File: src/rtl/mem_arbiter_if.sv
// Bundle of the two requester handshakes and the shared memory port.
// slave: the arbiter's view; master: requesters plus memory.
interface mem_arbiter_if #(
    parameter int unsigned ADDR_W = 13,
    parameter int unsigned DATA_W = 16
);
    logic              r0_req;
    logic              r0_we;
    logic [ADDR_W-1:0] r0_addr;
    logic [DATA_W-1:0] r0_wdata;
    logic              r0_ack;
    logic              r0_err;
    logic [DATA_W-1:0] r0_rdata;

    logic              r1_req;
    logic              r1_we;
    logic [ADDR_W-1:0] r1_addr;
    logic [DATA_W-1:0] r1_wdata;
    logic              r1_ack;
    logic              r1_err;
    logic [DATA_W-1:0] r1_rdata;

    logic [ADDR_W-1:0] mem_addr;
    logic [DATA_W-1:0] mem_wdata;
    logic              mem_read;
    logic              mem_write;
    logic [DATA_W-1:0] mem_rdata;

    modport slave (
        input  r0_req, r0_we, r0_addr, r0_wdata,
        output r0_ack, r0_err, r0_rdata,
        input  r1_req, r1_we, r1_addr, r1_wdata,
        output r1_ack, r1_err, r1_rdata,
        output mem_addr, mem_wdata, mem_read, mem_write,
        input  mem_rdata
    );

    modport master (
        output r0_req, r0_we, r0_addr, r0_wdata,
        input  r0_ack, r0_err, r0_rdata,
        output r1_req, r1_we, r1_addr, r1_wdata,
        input  r1_ack, r1_err, r1_rdata,
        input  mem_addr, mem_wdata, mem_read, mem_write,
        output mem_rdata
    );
endinterface

File: src/rtl/mem_arbiter.sv
// Two-port round-robin arbiter and sequencer for the shared data memory.
// One access per IDLE -> GRANT -> RESP pass; out-of-range requests skip GRANT.
module mem_arbiter #(
    parameter int unsigned ADDR_W    = 13,
    parameter int unsigned DATA_W    = 16,
    parameter int unsigned MEM_DEPTH = 4096
) (
    input logic          clk,
    input logic          rst,
    mem_arbiter_if.slave bus
);
    typedef enum logic [1:0] {StIdle, StGrant, StResp} state_e;

    // One extra bit so a depth of exactly 2**ADDR_W still compares correctly.
    localparam logic [ADDR_W:0] DepthLimit = (ADDR_W + 1)'(MEM_DEPTH);

    state_e            state_q, state_d;
    logic              last_grant_q, last_grant_d;
    logic              port_q, port_d;
    logic              we_q, we_d;
    logic [ADDR_W-1:0] addr_q, addr_d;
    logic [DATA_W-1:0] wdata_q, wdata_d;
    logic              err_q, err_d;
    logic [DATA_W-1:0] r0_rdata_q, r0_rdata_d;
    logic [DATA_W-1:0] r1_rdata_q, r1_rdata_d;

    logic              sel1;
    logic              sel_we;
    logic [ADDR_W-1:0] sel_addr;
    logic [DATA_W-1:0] sel_wdata;
    logic              sel_in_range;

    // Pick the winner and mux its request fields.
    always_comb begin
        // Port 1 wins when alone, or on a tie when port 0 had the last grant.
        sel1         = bus.r1_req & (~bus.r0_req | ~last_grant_q);
        sel_we       = sel1 ? bus.r1_we    : bus.r0_we;
        sel_addr     = sel1 ? bus.r1_addr  : bus.r0_addr;
        sel_wdata    = sel1 ? bus.r1_wdata : bus.r0_wdata;
        sel_in_range = {1'b0, sel_addr} < DepthLimit;
    end

    // State and datapath registers with synchronous reset.
    always_ff @(posedge clk) begin
        if (rst) begin
            state_q      <= StIdle;
            last_grant_q <= 1'b1;
            port_q       <= 1'b0;
            we_q         <= 1'b0;
            addr_q       <= '0;
            wdata_q      <= '0;
            err_q        <= 1'b0;
            r0_rdata_q   <= '0;
            r1_rdata_q   <= '0;
        end else begin
            state_q      <= state_d;
            last_grant_q <= last_grant_d;
            port_q       <= port_d;
            we_q         <= we_d;
            addr_q       <= addr_d;
            wdata_q      <= wdata_d;
            err_q        <= err_d;
            r0_rdata_q   <= r0_rdata_d;
            r1_rdata_q   <= r1_rdata_d;
        end
    end

    // Next state: arbitrate and latch in IDLE, capture read data in GRANT.
    always_comb begin
        state_d      = state_q;
        last_grant_d = last_grant_q;
        port_d       = port_q;
        we_d         = we_q;
        addr_d       = addr_q;
        wdata_d      = wdata_q;
        err_d        = err_q;
        r0_rdata_d   = r0_rdata_q;
        r1_rdata_d   = r1_rdata_q;
        unique case (state_q)
            StIdle: begin
                if (bus.r0_req | bus.r1_req) begin
                    port_d       = sel1;
                    last_grant_d = sel1;
                    we_d         = sel_we;
                    addr_d       = sel_addr;
                    wdata_d      = sel_wdata;
                    err_d        = ~sel_in_range;
                    state_d      = sel_in_range ? StGrant : StResp;
                end
            end
            StGrant: begin
                if (!we_q) begin
                    if (port_q) r1_rdata_d = bus.mem_rdata;
                    else        r0_rdata_d = bus.mem_rdata;
                end
                state_d = StResp;
            end
            StResp:  state_d = StIdle;
            default: state_d = StIdle;
        endcase
    end

    // Outputs: memory strobes in GRANT (gated by rst), ack/err in RESP.
    always_comb begin
        bus.mem_addr  = '0;
        bus.mem_wdata = '0;
        bus.mem_read  = 1'b0;
        bus.mem_write = 1'b0;
        bus.r0_ack    = 1'b0;
        bus.r0_err    = 1'b0;
        bus.r1_ack    = 1'b0;
        bus.r1_err    = 1'b0;
        unique case (state_q)
            StGrant: begin
                bus.mem_addr  = addr_q;
                bus.mem_wdata = wdata_q;
                bus.mem_read  = ~we_q & ~rst;
                bus.mem_write = we_q & ~rst;
            end
            StResp: begin
                bus.r0_ack = ~port_q & ~err_q;
                bus.r0_err = ~port_q & err_q;
                bus.r1_ack = port_q & ~err_q;
                bus.r1_err = port_q & err_q;
            end
            default: ;
        endcase
    end

    assign bus.r0_rdata = r0_rdata_q;
    assign bus.r1_rdata = r1_rdata_q;
endmodule

File: src/flat_wrapper.sv
// flat-port wrapper written by rule: the top's interface ports become plain ports
module mem_arbiter_flat 
#(
    parameter int unsigned ADDR_W    = 13,
    parameter int unsigned DATA_W    = 16,
    parameter int unsigned MEM_DEPTH = 4096
)
  (clk, rst, bus_r0_req, bus_r0_we, bus_r0_addr, bus_r0_wdata, bus_r0_ack, bus_r0_err, bus_r0_rdata, bus_r1_req, bus_r1_we, bus_r1_addr, bus_r1_wdata, bus_r1_ack, bus_r1_err, bus_r1_rdata, bus_mem_addr, bus_mem_wdata, bus_mem_read, bus_mem_write, bus_mem_rdata);
  mem_arbiter_if #(.ADDR_W(ADDR_W), .DATA_W(DATA_W)) bus_i ();
  input logic clk;
  input logic rst;
  input wire logic [$bits(bus_i.r0_req)-1:0] bus_r0_req;
  input wire logic [$bits(bus_i.r0_we)-1:0] bus_r0_we;
  input wire logic [$bits(bus_i.r0_addr)-1:0] bus_r0_addr;
  input wire logic [$bits(bus_i.r0_wdata)-1:0] bus_r0_wdata;
  output wire logic [$bits(bus_i.r0_ack)-1:0] bus_r0_ack;
  output wire logic [$bits(bus_i.r0_err)-1:0] bus_r0_err;
  output wire logic [$bits(bus_i.r0_rdata)-1:0] bus_r0_rdata;
  input wire logic [$bits(bus_i.r1_req)-1:0] bus_r1_req;
  input wire logic [$bits(bus_i.r1_we)-1:0] bus_r1_we;
  input wire logic [$bits(bus_i.r1_addr)-1:0] bus_r1_addr;
  input wire logic [$bits(bus_i.r1_wdata)-1:0] bus_r1_wdata;
  output wire logic [$bits(bus_i.r1_ack)-1:0] bus_r1_ack;
  output wire logic [$bits(bus_i.r1_err)-1:0] bus_r1_err;
  output wire logic [$bits(bus_i.r1_rdata)-1:0] bus_r1_rdata;
  output wire logic [$bits(bus_i.mem_addr)-1:0] bus_mem_addr;
  output wire logic [$bits(bus_i.mem_wdata)-1:0] bus_mem_wdata;
  output wire logic [$bits(bus_i.mem_read)-1:0] bus_mem_read;
  output wire logic [$bits(bus_i.mem_write)-1:0] bus_mem_write;
  input wire logic [$bits(bus_i.mem_rdata)-1:0] bus_mem_rdata;
  assign bus_i.r0_req = bus_r0_req;
  assign bus_i.r0_we = bus_r0_we;
  assign bus_i.r0_addr = bus_r0_addr;
  assign bus_i.r0_wdata = bus_r0_wdata;
  assign bus_r0_ack = bus_i.r0_ack;
  assign bus_r0_err = bus_i.r0_err;
  assign bus_r0_rdata = bus_i.r0_rdata;
  assign bus_i.r1_req = bus_r1_req;
  assign bus_i.r1_we = bus_r1_we;
  assign bus_i.r1_addr = bus_r1_addr;
  assign bus_i.r1_wdata = bus_r1_wdata;
  assign bus_r1_ack = bus_i.r1_ack;
  assign bus_r1_err = bus_i.r1_err;
  assign bus_r1_rdata = bus_i.r1_rdata;
  assign bus_mem_addr = bus_i.mem_addr;
  assign bus_mem_wdata = bus_i.mem_wdata;
  assign bus_mem_read = bus_i.mem_read;
  assign bus_mem_write = bus_i.mem_write;
  assign bus_i.mem_rdata = bus_mem_rdata;
  mem_arbiter #(.ADDR_W(ADDR_W), .DATA_W(DATA_W), .MEM_DEPTH(MEM_DEPTH)) u_core (.clk(clk), .rst(rst), .bus(bus_i));
endmodule
File: config.mk
export PLATFORM = sky130hd
export DESIGN_NAME = mem_arbiter_flat
export DESIGN_NICKNAME = d
export VERILOG_FILES = /design/src/rtl/mem_arbiter_if.sv /design/src/rtl/mem_arbiter.sv /design/src/flat_wrapper.sv
export SDC_FILE = /design/constraint.sdc
export NUM_CORES = 1
export LEC_CHECK = 0
export ABC_AREA = 1
export CAP_MARGIN = 25
export CORE_MARGIN = 2
export CORE_UTILIZATION = 45
export CTS_CLUSTER_SIZE = 14
export DETAILED_ROUTE_END_ITERATION = 6
export GPL_ROUTABILITY_DRIVEN = 0
export PLACE_DENSITY = 0.94
export SYNTH_ARGS = -nofsm -noshare
export SYNTH_HDL_FRONTEND = slang
export SYNTH_SLANG_ARGS = --single-unit
File: constraint.sdc
create_clock -name clk -period 1.6 [get_ports clk]
set_input_delay 0.32 -clock clk [delete_from_list [all_inputs] [get_ports clk]]
set_output_delay 0.32 -clock clk [all_outputs]
set_load 0.02 [all_outputs]
# Yosys cells after proc, flatten, opt, wreduce, memory -nomap -nowiden
# Index checks and enable logic that the tools add are counted.
[op_classes] n_addsub=0 n_mul=0 n_div=0 n_lt_le_gt_ge=1 eq_ne=3 shifts=0 n_mux=14 n_bitwise=16 reduce_logical=4
[op_table] cell="2-to-1 mux 16 bit" n=2
[op_table] cell="2-to-1 mux 13 bit" n=2
[op_table] cell="less-than comparator 13 bit, second input constant" n=1
[op_table] cell="bitwise AND 1 bit" n=7
[op_table] cell="2-to-1 mux 1 bit" n=7
[op_table] cell="inverter 1 bit" n=7
[op_table] cell="AND reduction 3 bit" n=2
[op_table] cell="2-to-1 mux 2 bit" n=2
[op_table] cell="case mux 2 bit (2 select lines)" n=1
[op_table] cell="== test 2 x 1 -> 1 bit, second input constant" n=1
[op_table] cell="== test 2 bit, second input constant" n=1
[op_table] cell="zero test 2 bit" n=1
[op_table] cell="inequality test 2 x 1 -> 1 bit, second input constant" n=1
[op_table] cell="bitwise OR 1 bit" n=2
[op_table] cell="AND reduction 2 bit" n=1
[word_totals] reg_bits=67 latchBits=0 mem_bits_rw=0 mem_bits_ro=0 inputBits=80 out_inout_bits=67 elab_cells=47 mem_count=0

# Logic depth before layout (Yosys ltp)
[depth] depth_word=8 depth_mapped=8 depth_no_buf=7

# Least setup slack after synthesis
# Ideal clock, no wire load.
[synth_path] path_type="reg2out" from="reg u_core.we_q" to="out bus_mem_write" t_arrival_ns=1.195 t_required_ns=1.280 setup_slack_ns=0.085 stages_incl_launch_ff=4 path_buffers=1 cell_sequence="dfxtp_1 > inv_2 > buf_2 > nor3_1"
[synth_between] elab_chain_len=2
[synth_rtl] item="from (decl)" line="mem_arbiter.sv:20" source="logic we_q, we_d;"
[synth_rtl] item="from (signal assigned)" line="mem_arbiter.sv:59" source="we_q <= we_d;"
[synth_rtl] item="bitwise AND 1 bit" line="mem_arbiter.sv:118" source="bus.mem_write = we_q & ~rst;"
[synth_rtl] item="2-to-1 mux 1 bit" line="mem_arbiter.sv:113" source="unique case (state_q)"
[synth_rtl] item="to (decl)" line="flat_wrapper.sv:29" source="output wire logic [$bits(bus_i.mem_write)-1:0] bus_mem_write;"
# No other way between the ends.

# Final worst setup path
[layout_path] from="reg u_core.state_q[1]" to="out bus_mem_wdata[14]"
[layout_between] elab_chain_len=2
[layout_rtl] item="from (decl)" line="mem_arbiter.sv:17" source="state_e state_q, state_d;"
[layout_rtl] item="from (signal assigned)" line="mem_arbiter.sv:46" source="state_q <= StIdle;"
[layout_rtl] item="from (signal assigned)" line="mem_arbiter.sv:56" source="state_q <= state_d;"
[layout_rtl] item="== test 2 x 1 -> 1 bit" line="mem_arbiter.sv:113"
[layout_rtl] item="2-to-1 mux 16 bit" line="mem_arbiter.sv:113"
[layout_rtl] item="to (decl)" line="flat_wrapper.sv:27" source="output wire logic [$bits(bus_i.mem_wdata)-1:0] bus_mem_wdata;"
# No other way between the ends.

==> results.sh <==
export IMPL_final_setup_worst_slack_ns=-0.00710
export IMPL_synth_seq_cells=66
export IMPL_r2r_start="u_core.state_q[1]$_SDFFE_PP0P_"
export IMPL_final_hold_viol_count=0
export IMPL_drt_initial_drc_count=117
export IMPL_worstSkewPairLatency_ns=0.34
export IMPL_syn_avg_cell_area_um2=6.26
export IMPL_setup_violations_final=1
export IMPL_cts_root_buf="clkbuf_8"
export IMPL_muxShareOfSynthArea_pct=0
export IMPL_timing_slew_headroom_pct=82.3
export IMPL_drc_errors=0
export IMPL_htree_levels=3
export IMPL_synth_fa_ha_area_share_pct=0
export IMPL_crit_end="bus_mem_wdata[14]"
export IMPL_arrival_ns=1.29
export IMPL_grtUsageTotal_pct=24.7
export IMPL_slew_viol_final=0
export IMPL_cap_violations=0
export IMPL_clock_fmax_mhz=622
export IMPL_io_pins=147
export IMPL_cts_reportedPaths_clkPinSlew_ns=0.07
export IMPL_final_area_um2=5060
export IMPL_cts_made_buffers=9
export IMPL_drive_gt1_share_pct=13.6
export IMPL_crit_slowest_cell="dfxtp_2"
export IMPL_yosysUniqueCellTypes=22
export IMPL_worstRegToRegCells=8
export IMPL_grt_antenna_before_repair=0
export IMPL_power_total_mw=4.67
export IMPL_yosysSeqAreaShare_pct=40.1
export IMPL_routedWlPerCell_um=12.8
export IMPL_crit_chain="inv_2 > nand2_4 > buf_12 > nor2_1 > buf_4"
export IMPL_synth_compound_area_share_pct=7.45
export IMPL_crit_required_ns=1.28
export IMPL_grt_max_degree=63
export IMPL_synth_xor_xnor_area_share_pct=0
export IMPL_period_needed_ns=1.61
export IMPL_routed_wl_um=9880
export IMPL_dpl_cell_count=759
export IMPL_rows=31
export IMPL_syn_area_um2=3290
export IMPL_grt_overflow=0
export IMPL_fp_dieW_um=89.5
export IMPL_yosys_area_share_simple_pct=36.9
export IMPL_dp_slack_ns=-0.416
export IMPL_violations="negative setup slack"
export IMPL_fin_crit_sh_pct=100
export IMPL_crit_path_end_kind="primary output"
export IMPL_area_growth_pct=53.7
export IMPL_grt_pass1_vias=3465
export IMPL_startpoint="u_core.state_q[1]$_SDFFE_PP0P_"
export IMPL_place_detailed_hpwl_um=7240
export IMPL_power_density_nw_per_um2=923
export IMPL_final_cell_mix="nor2_1, inv_1, nand2_1"
export IMPL_ant_nets=0
export IMPL_regToRegSetupSlack_ns=0.16
export IMPL_final_cells=775
export IMPL_die_area_um2=8020
export IMPL_fin_skew_ns=0.00699
export IMPL_cts_sinks=66
export IMPL_worst_pin_slew_ns=0.265
export IMPL_final_common_cell="nor2_1"
export IMPL_vias=3706
export IMPL_grt_pass1_wl_um=15200
export IMPL_via_per_inst=4.78
export IMPL_die_h_um=89.5
export IMPL_yosys_warnings=0
export IMPL_leakage_nw=2.59
export IMPL_ir_drop_mv=0.458
export IMPL_fin_nets=751
export IMPL_drt_pre_antenna_iters=4
export IMPL_synth_top_family_by_area="simple AND/OR/NAND/NOR gates"
export IMPL_status="finished, violations left"
export IMPL_crit_path_max_incr_delay_ns=0.34
export IMPL_cp_max_fo=22
export IMPL_cts_tree="done"
export IMPL_dpl_cell_area_um2=4900
export IMPL_synth_fp_nets=606
export IMPL_r2r_end="u_core.bus.r0_rdata[11]$_SDFFE_PP0P_"
export IMPL_portBuffers=146
export IMPL_core_area_um2=7180
export IMPL_clockBufferDepth=2
export IMPL_grt_setup_unrepaired="yes"
export IMPL_hp_class="reg -> reg"
export IMPL_start_util_pct=45.9
export IMPL_criticalPathCategory="reg -> out"
export IMPL_antenna_cells=0
export IMPL_syn_inst=526
export IMPL_start_kind="flop"
cells in the mapped netlist (all sizes together):
| cell | count | area, µm² |
|---|---|---|
| clkinv | 1 | 3.75 |
| nor3 | 7 | 46.3 |
| nand4 | 16 | 100 |
| dfxtp | 66 | 1320 |
| a21oi | 2 | 10.0 |
| clkbuf | 10 | 37.5 |
| inv | 86 | 325 |
| buf | 18 | 145 |
| nand2 | 84 | 335 |
| nor2 | 186 | 717 |
| o21ai | 47 | 235 |
| nand3 | 3 | 15.0 |
registers in the layout, summed over array words and instances (netlist names):
signal,count
u_core.port_q,1
u_core.err_q,1
u_core.bus.r0_rdata,16
u_core.last_grant_q,1
u_core.we_q,1
u_core.wdata_q,16
u_core.state_q,2
u_core.bus.r1_rdata,16
u_core.addr_q,12
stage by stage:
step / hold slack [ns] / setup TNS, ns / utilization [%]
after global placement: 0.458 / -2.24 / 68.3
final: 0.475 / -0.00710 / 70.5
after detailed placement: 0.458 / -3.81 / 68.3
after CTS: 0.478 / 0 / 69.0
after global routing: 0.515 / -0.205 / 70.5
after floorplan: 0.389 / 0 / -
how the worst min path moves through the flow:
stage	start	endpoint	slack, ns	cells after the start
after floorplan	rst	u_core.port_q$_SDFFE_PP0P_	0.39	1
after global placement	u_core.last_grant_q$_SDFFE_PP1P_	u_core.last_grant_q$_SDFFE_PP1P_	0.46	2
after detailed placement	u_core.last_grant_q$_SDFFE_PP1P_	u_core.last_grant_q$_SDFFE_PP1P_	0.46	2
after CTS	u_core.last_grant_q$_SDFFE_PP1P_	u_core.last_grant_q$_SDFFE_PP1P_	0.48	2
after global routing	u_core.bus.r0_rdata[9]$_SDFFE_PP0P_	u_core.bus.r0_rdata[9]$_SDFFE_PP0P_	0.51	2
final	u_core.last_grant_q$_SDFFE_PP1P_	u_core.last_grant_q$_SDFFE_PP1P_	0.47	2
routing by layer:
metal	global-route usage, %	up-vias	part of all wire (%)
met2	44.8	156	50
met1	26.6	1657	39
li1	-	1859	-
met3	5.72	34	7.1
met5	0	-	0
met4	12.5	0	3.6
power by group:
group          total [mW]  switching (mW)  internal, mW  leakage (nW)
sequential           1.86          0.0778          1.79         0.543
clock                1.71           0.669          1.04         0.117
combinational        1.09           0.597         0.497          1.93
worst max-delay path: cells and delay by family (launching register included):
kind	cells	cell delay, ns
simple gates	2	0.20
buf+inv	3	0.39
flops	1	0.34
final cells by class:
class	count	area, µm²
clock inverters	6	115
fillers	597	2120
repair buffers	162	1550
inverters	87	329
well taps	99	124
multi-input cells	345	1490
clock buffers	10	128
flip-flops and latches	66	1330
kinds of logic after synthesis:
| family | Yosys count |
|---|---|
| AO/OA/AOI/OAI | 49 |
| AND/OR/NAND/NOR | 296 |
| flip-flops | 66 |
| buffers and inverters | 115 |
repair_timing:
| action | CTS | global route |
|---|---|---|
| hold endpoints to repair | 0 | 0 |
| setup buffers | 0 | 0 |
| hold buffers | 0 | 0 |
| gates resized for setup | 183 | 44 |
| setup endpoints to repair | 66 | 27 |
| pin swaps | 0 | 0 |
Note: power is estimated with default switching activity, not from simulation.
